<file path="config.mk">
export PLATFORM = sky130hd
export DESIGN_NAME = seg7_scan_ctrl
export DESIGN_NICKNAME = d
export VERILOG_FILES = /design/src/rtl/seg7_scan_ctrl.sv
export SDC_FILE = /design/constraint.sdc
export NUM_CORES = 1
export LEC_CHECK = 0
export ABC_AREA = 1
export BUFFER_PORTS_ARGS = -buffer_cell sky130_fd_sc_hd__buf_4
export CORE_MARGIN = 1
export CORE_UTILIZATION = 63
export CTS_CLUSTER_DIAMETER = 200
export CTS_CLUSTER_SIZE = 20
export DETAILED_ROUTE_END_ITERATION = 16
export PLACE_DENSITY = 0.81
export SYNTH_ARGS = -nofsm -noshare
export SYNTH_HDL_FRONTEND = slang
export SYNTH_SLANG_ARGS = --single-unit
</file>
<file path="constraint.sdc">
create_clock -name clk -period 3.2 [get_ports clk]
set_input_delay 0.32 -clock clk [delete_from_list [all_inputs] [get_ports clk]]
set_output_delay 0.32 -clock clk [all_outputs]
set_load 0.01 [all_outputs]
</file>
<file path="src/rtl/seg7_scan_ctrl.sv">
// seg7_scan_ctrl: 4-digit multiplexed 7-segment scan controller.
// Each digit slot lasts SCAN_DIV cycles. The first BLANK_CYC cycles of a slot
// are dark to suppress ghosting. New display data is staged through a
// load/busy handshake and copied into the shadow registers only at the frame
// wrap, so a frame is never drawn from a mix of old and new data.
//
// Handshake: a load pulse captures data_in/dp_in/blank_in into staging and
// raises busy. busy stays high until the next frame wrap copies staging into
// shadow. A load while busy overwrites staging (last write wins). A load that
// coincides with the wrap edge lands in staging after the old staged value has
// moved to shadow, and busy stays high for the following frame.
module seg7_scan_ctrl #(
  parameter int SCAN_DIV  = 50000,
  parameter int BLANK_CYC = 500
) (
  input  logic        clk,
  input  logic        rst_n,
  input  logic [15:0] data_in,
  input  logic [3:0]  dp_in,
  input  logic [3:0]  blank_in,
  input  logic        load,
  output logic        busy,
  output logic        frame_start,
  output logic [3:0]  AN,
  output logic [6:0]  seg,
  output logic        seg_P
);

  localparam int CW = $clog2(SCAN_DIV);
  localparam logic [CW-1:0] CNT_LAST  = CW'(SCAN_DIV - 1);
  localparam logic [CW-1:0] BLANK_END = CW'(BLANK_CYC);

  // Hex nibble to active-low {g,f,e,d,c,b,a}.
  function automatic logic [6:0] hex_to_seg(input logic [3:0] v);
    logic [6:0] s;
    case (v)
      4'h0: s = 7'h40;
      4'h1: s = 7'h79;
      4'h2: s = 7'h24;
      4'h3: s = 7'h30;
      4'h4: s = 7'h19;
      4'h5: s = 7'h12;
      4'h6: s = 7'h02;
      4'h7: s = 7'h78;
      4'h8: s = 7'h00;
      4'h9: s = 7'h10;
      4'hA: s = 7'h08;
      4'hB: s = 7'h03;
      4'hC: s = 7'h46;
      4'hD: s = 7'h21;
      4'hE: s = 7'h06;
      default: s = 7'h0E;
    endcase
    return s;
  endfunction

  // Scan position.
  logic [CW-1:0] cnt_q, cnt_d;
  logic [1:0]    idx_q, idx_d;
  logic          slot_end, wrap;

  // Handshake state: staging holds the requested value, shadow the displayed one.
  logic          pend_q, pend_d;
  logic [15:0]   stg_data_q, stg_data_d;
  logic [3:0]    stg_dp_q, stg_dp_d;
  logic [3:0]    stg_blank_q, stg_blank_d;
  logic [15:0]   shd_data_q, shd_data_d;
  logic [3:0]    shd_dp_q, shd_dp_d;
  logic [3:0]    shd_blank_q, shd_blank_d;

  // Registered pin drivers.
  logic [3:0]    an_q, an_d;
  logic [6:0]    seg_q, seg_d;
  logic          segp_q, segp_d;
  logic          fs_q, fs_d;

  // Slot counter and digit index; the wrap is the last cycle of digit 3.
  always_comb begin
    slot_end = (cnt_q == CNT_LAST);
    wrap     = slot_end && (idx_q == 2'd3);
    cnt_d    = slot_end ? '0 : cnt_q + 1'b1;
    idx_d    = slot_end ? idx_q + 2'd1 : idx_q;
  end

  // Load staging and frame-aligned shadow update.
  always_comb begin
    pend_d      = pend_q;
    stg_data_d  = stg_data_q;
    stg_dp_d    = stg_dp_q;
    stg_blank_d = stg_blank_q;
    shd_data_d  = shd_data_q;
    shd_dp_d    = shd_dp_q;
    shd_blank_d = shd_blank_q;
    if (wrap && pend_q) begin
      shd_data_d  = stg_data_q;
      shd_dp_d    = stg_dp_q;
      shd_blank_d = stg_blank_q;
      pend_d      = 1'b0;
    end
    // A load on the wrap edge still wins pending for the next frame.
    if (load) begin
      stg_data_d  = data_in;
      stg_dp_d    = dp_in;
      stg_blank_d = blank_in;
      pend_d      = 1'b1;
    end
  end

  // Next pin values from the pre-edge scan position and shadow contents.
  always_comb begin
    an_d   = 4'hF;
    seg_d  = 7'h7F;
    segp_d = 1'b1;
    fs_d   = wrap;
    if (!(cnt_q < BLANK_END) && !shd_blank_q[idx_q]) begin
      an_d   = ~(4'b0001 << idx_q);
      seg_d  = hex_to_seg(shd_data_q[{idx_q, 2'b00} +: 4]);
      segp_d = ~shd_dp_q[idx_q];
    end
  end

  // State and output registers with asynchronous active-low reset.
  always_ff @(posedge clk or negedge rst_n) begin
    if (!rst_n) begin
      cnt_q       <= '0;
      idx_q       <= 2'd0;
      pend_q      <= 1'b0;
      stg_data_q  <= 16'h0000;
      stg_dp_q    <= 4'h0;
      stg_blank_q <= 4'h0;
      shd_data_q  <= 16'h0000;
      shd_dp_q    <= 4'h0;
      shd_blank_q <= 4'h0;
      an_q        <= 4'hF;
      seg_q       <= 7'h7F;
      segp_q      <= 1'b1;
      fs_q        <= 1'b0;
    end else begin
      cnt_q       <= cnt_d;
      idx_q       <= idx_d;
      pend_q      <= pend_d;
      stg_data_q  <= stg_data_d;
      stg_dp_q    <= stg_dp_d;
      stg_blank_q <= stg_blank_d;
      shd_data_q  <= shd_data_d;
      shd_dp_q    <= shd_dp_d;
      shd_blank_q <= shd_blank_d;
      an_q        <= an_d;
      seg_q       <= seg_d;
      segp_q      <= segp_d;
      fs_q        <= fs_d;
    end
  end

  assign busy        = pend_q;
  assign frame_start = fs_q;
  assign AN          = an_q;
  assign seg         = seg_q;
  assign seg_P       = segp_q;

endmodule
</file>
# Word level (Yosys, flattened, before mapping)

Memory sizes are Yosys's and may differ from the RTL's.
Index checks and enable logic that the tools add are counted.

Register bits: 80
ROM bits: 112
Input port bits: 27
Logic and storage cells: 40
Memories: 1

Memories:

| name             | words | bits a word | rd ports | clocked after Yosys merged registers in | write ports | line | source |
|---|---|---|---|---|---|---|---|
| (name not given) | 16    | 7           | 1        | 0                                       | 0           | 36   | `case (v)` |

Add/sub/neg operators: 2
$lt $le $gt $ge: 2
Equal/unequal tests: 2
Shift-type cells: 2
Muxes and demuxes: 10
Bitwise gates (word level): 2
Reductions and logical operators: 6

Operators with widths:

| operator                | number |
|---|---|
| $add A16 B1 Y16 const B | 1 |
| $eq A16 B16 Y1 const B  | 1 |
| $lt A16 B9 Y1 const B   | 1 |
| $mux W16                | 1 |
| $shiftx A16 B5 Y4       | 1 |
| $mux W7                 | 1 |
| $mux W1                 | 5 |
| $bmux W1 S2             | 2 |
| $mux W4                 | 1 |
| $not A4 Y4              | 1 |
| $shl A1 B2 Y4 const A   | 1 |
| $logic_and A1 B1 Y1     | 3 |
| $lt A2 B3 Y1 const B    | 1 |
| $add A2 B1 Y2 const B   | 1 |
| $eq A2 B2 Y1 const B    | 1 |
| $logic_not A1 Y1        | 2 |
| $reduce_bool A2 Y1      | 1 |
| $not A1 Y1              | 1 |

# Longest topological paths before layout

Depth in word-level cells: 5
Gate-level depth with buffers: 11

# Least setup slack after synthesis

No wires, ideal clock.

Kind: register to register
From: reg idx_q[0]
To: reg seg_q[5], in the netlist seg[5]
Library setup time: 0.084 ns
Arrival time: 1.460 ns
Setup slack: 1.656 ns
Cell stages (with the launch flop): 12
Clock period less this slack: 1.544 ns
Cell sequence: dfrtp_1 > inv_2 > buf_4 > nand2_1 > nand3_1 > nand2_1 > inv_1 > ha_1 > nand3_1 > nand2_1 > nand2_1 > nand3_1

Word-level cells in the longest chain between the ends: 5

Ends and longest elaborated chain:

| what                                                                   | line | source |
|---|---|---|
| from (decl)                                                            | 59   | `logic [1:0] idx_q, idx_d;` |
| from (signal assigned)                                                 | 140  | `idx_q <= idx_d;` |
| parallel branches: the longest is 4 deep, another holds $mem_v2 Z16 W7 | -    |  |
| $mux W7 (*)                                                            | 115  | `if (!(cnt_q < BLANK_END) && !shd_blank_q[idx_q]) begin` |
| named net seg_d[5]                                                     | 73   | `logic [6:0] seg_q, seg_d;` |
| to (signal assigned)                                                   | 149  | `seg_q <= seg_d;` |
| to (decl)                                                              | 73   |  |

Mark *: on every way through the listed nets, which the timed path passes. The select of a mux whose other input is x is not followed.
A chain may end at the register's enable or synchronous reset.

# Final worst setup path

From: reg idx_q[0]
To: reg seg_q[3], in the netlist seg[3]

The elaborated chain is that of the path after synthesis.

==> metrics.csv <==
metric,value,unit
internal-power,1.53,mW
synthDistinctLibCells,28,
drv_cap,0,
postRouteAntennaNets,0,
initial_core_util,65.6,%
postCtsSetupBuffers,0,
dieHeight,80.5,um
grt_pass1_vias,2918,
numCtsBuffers,9,
dr.pass1.iters,6,
switching_power,0.418,mW
grt-ovfl-total,0,
gp_congestion,0.872,
worstMarginPinSlew,951,ps
crit_fanout,15,
nets,539,
wirelength,7570,um
setup_viol,0,
ys_warn_count,0,
tns,0,ps
hold_viol,0,
core_area,5920,sq um
dp_hpwl,5230,um
die_w,80.5,um
diodes,0,
critical_path_required,3470,ps
vias_per_cell,5.39,
drc_errors,0,
dieArea,6480,sq um
fin_crit_sh,61.1,%
grt_pass1_wl,13200,um
crit_chain,inv_2 > nand2_1 > nand3_1 > nand2_1 > inv_1 > ha_1 > nand3_1 > nand2_1 > nand2_1 > nand3_1,
insertion_delay,350,ps
share_seq_of_total_power,54.2,%
max_freq,0.512,GHz
synth_top_flop_cell,dfrtp_1,
slew_headroom,36.6,%
p_leak,2.26,nW
regToRegSetupSlack,1250,ps
critical-path-slowest-cell,dfrtp_1,
critPathMostFrequentCell,nand2_1,
rsz0062_at_grt,no,
final_cell_mix,"nand2_1, dfrtp_1, buf_4",
startpoint_type,register,
fin_crit,1950,ps
io_pins,41,
hold_class,input port to asynchronous set/reset pin,
slowest_delay,610,ps
vdd.ir_drop.worst,350,uV
drt-initial-drc-count,242,
maxSlewViolCount,0,
postSynthAreaPerCell,8.32,sq um
area.growth.synth_to_final,12.2,%
drive_above_1_share,17.6,%
p_clk_share,41.8,%
synth-edff-count,0,
synth_seq_cells,80,
cts_htree_levels,3,
crit_type,register to register,
syn_area,3880,sq um
async_reset_ff_share,100,%
cts_hold_buffers,0,
n_fill_cell,476,
clk_path_buf_depth,2,
status,completed,
wl_per_cell,13.1,um
cp-end-kind,register,
portBuffers,40,
clkSinkCount,80,
antenna_found_initial,0,
power.total,1.94,mW
vias,3129,
synth_fp_nets,505,
combinationalPowerShare,3.9,%
finClkSkew,7.79,ps
cts_tree,done,
fin_hold_ws,94.5,ps
grt_usage,26.8,%
p_per_area,446,nW/um^2
cts.reportedPaths.clkPinSlew,80,ps
cp.arrival,2230,ps
synthCells,467,
cts_resized,0,
rows,28,
grt_max_degree,81,
layout_commonest_cell,nand2_1,
root_buffer,clkbuf_8,
swShare,21.5,%
yosysSeqAreaShare,51.9,%
cell type report:
type | instances | area, sq um | share of cell area [%]
clock inverters | 5 | 81.3 | 1.87
inverters | 30 | 114 | 2.61
clock buffers | 10 | 138 | 3.16
well taps | 75 | 93.8 | 2.15
repair buffers | 41 | 308 | 7.06
multi-input cells | 339 | 1610 | 36.9
flip-flops and latches | 80 | 2020 | 46.3
synthesized netlist by cell type, types with 2 or more instances:
| cell | n | area (sq um) |
|---|---|---|
| xor2_1 | 7 | 61.3 |
| ha_1 | 11 | 138 |
| nor3_1 | 2 | 10.0 |
| nand3_2 | 3 | 30.0 |
| buf_4 | 6 | 45.0 |
| o21ai_0 | 5 | 25.0 |
| buf_6 | 6 | 67.6 |
| nor2_1 | 35 | 131 |
| dfstp_2 | 12 | 315 |
| inv_2 | 5 | 18.8 |
| nand4_1 | 26 | 163 |
| a21oi_1 | 3 | 15.0 |
| inv_1 | 23 | 86.3 |
| clkbuf_1 | 5 | 18.8 |
| nand2_1 | 197 | 739 |
| dfrtp_1 | 68 | 1700 |
| nor2_2 | 4 | 25.0 |
| nand2_2 | 5 | 31.3 |
| nor2_4 | 2 | 22.5 |
| nand3_1 | 34 | 170 |
metrics by stage:
step | area [sq um] | utilization [%] | setup WS (ps) | instances
2_1_floorplan | 3880 | - | 1660 | 467
3_3_place_gp | 4140 | 69.9 | 1440 | 565
3_5_place_dp | 4140 | 69.9 | 1310 | 565
4_1_cts | 4360 | 73.6 | 1290 | 580
5_1_grt | 4360 | 73.6 | 1030 | 580
6_report | 4360 | 73.6 | 1250 | 580
layer usage:
metal  vias to the layer above  wire length [um]  GRT usage (%)
met5                         -                 0              0
met1                      1453              3490           36.9
met3                        13               343           3.75
li1                       1551                 -              -
met2                       112              3570           42.0
met4                         0               167           12.3
sequential cells by signal, summed over array words and instances, names as in the netlist:
signal / flops
cnt_q: 16
shd_data_q: 16
stg_data_q: 16
seg: 7
AN: 4
shd_blank_q: 4
shd_dp_q: 4
stg_blank_q: 4
stg_dp_q: 4
idx_q: 2
busy: 1
frame_start: 1
seg_P: 1
critical path, delay by kind of cell, from the launching register on:
kind,cells,cell delay (ps)
flops,1,610
fa+ha+maj,1,230
simple gates,7,700
buf+inv,2,340
logic make-up after synthesis:
kind of cell               count (synthesis)  synth area share, %
AOI/OAI and AO/OA                         11                 1.51
xor gates and xnor gates                   7                 1.58
adders and majority gates                 11                 3.54
buffers and inverters                     48                 6.67
DFF                                       80                 51.9
and+or+nand+nor                          310                 34.8
power by group through the flow:
stage / combinational, mW / clock [mW] / sequential [mW]
6_report: 0.0765 / 0.813 / 1.05
5_1_grt: 0.0906 / 0.870 / 1.06
4_1_cts: 0.0790 / 0.823 / 1.05
3_5_place_dp: 0.0787 / 0 / 1.07
3_3_place_gp: 0.0760 / 0 / 1.07
2_1_floorplan: 0.0310 / 0 / 1.07
final timing paths:
| kind | depth (start not counted) | endpoint | start |
|---|---|---|---|
| setup / recovery | 10 | seg[3] | idx_q[0] |
| hold / removal | 1 | cnt_q[11] | rst_n |
| setup reg to reg | 10 | seg[3] | idx_q[0] |
| hold reg to reg | 1 | cnt_q[0] | cnt_q[0] |
| max in group asynchronous | 1 | shd_data_q[2] | rst_n |
| min in group clk | 3 | stg_dp_q[3] | dp_in[3] |
No activity file was read; power rests on OpenSTA's default activity.
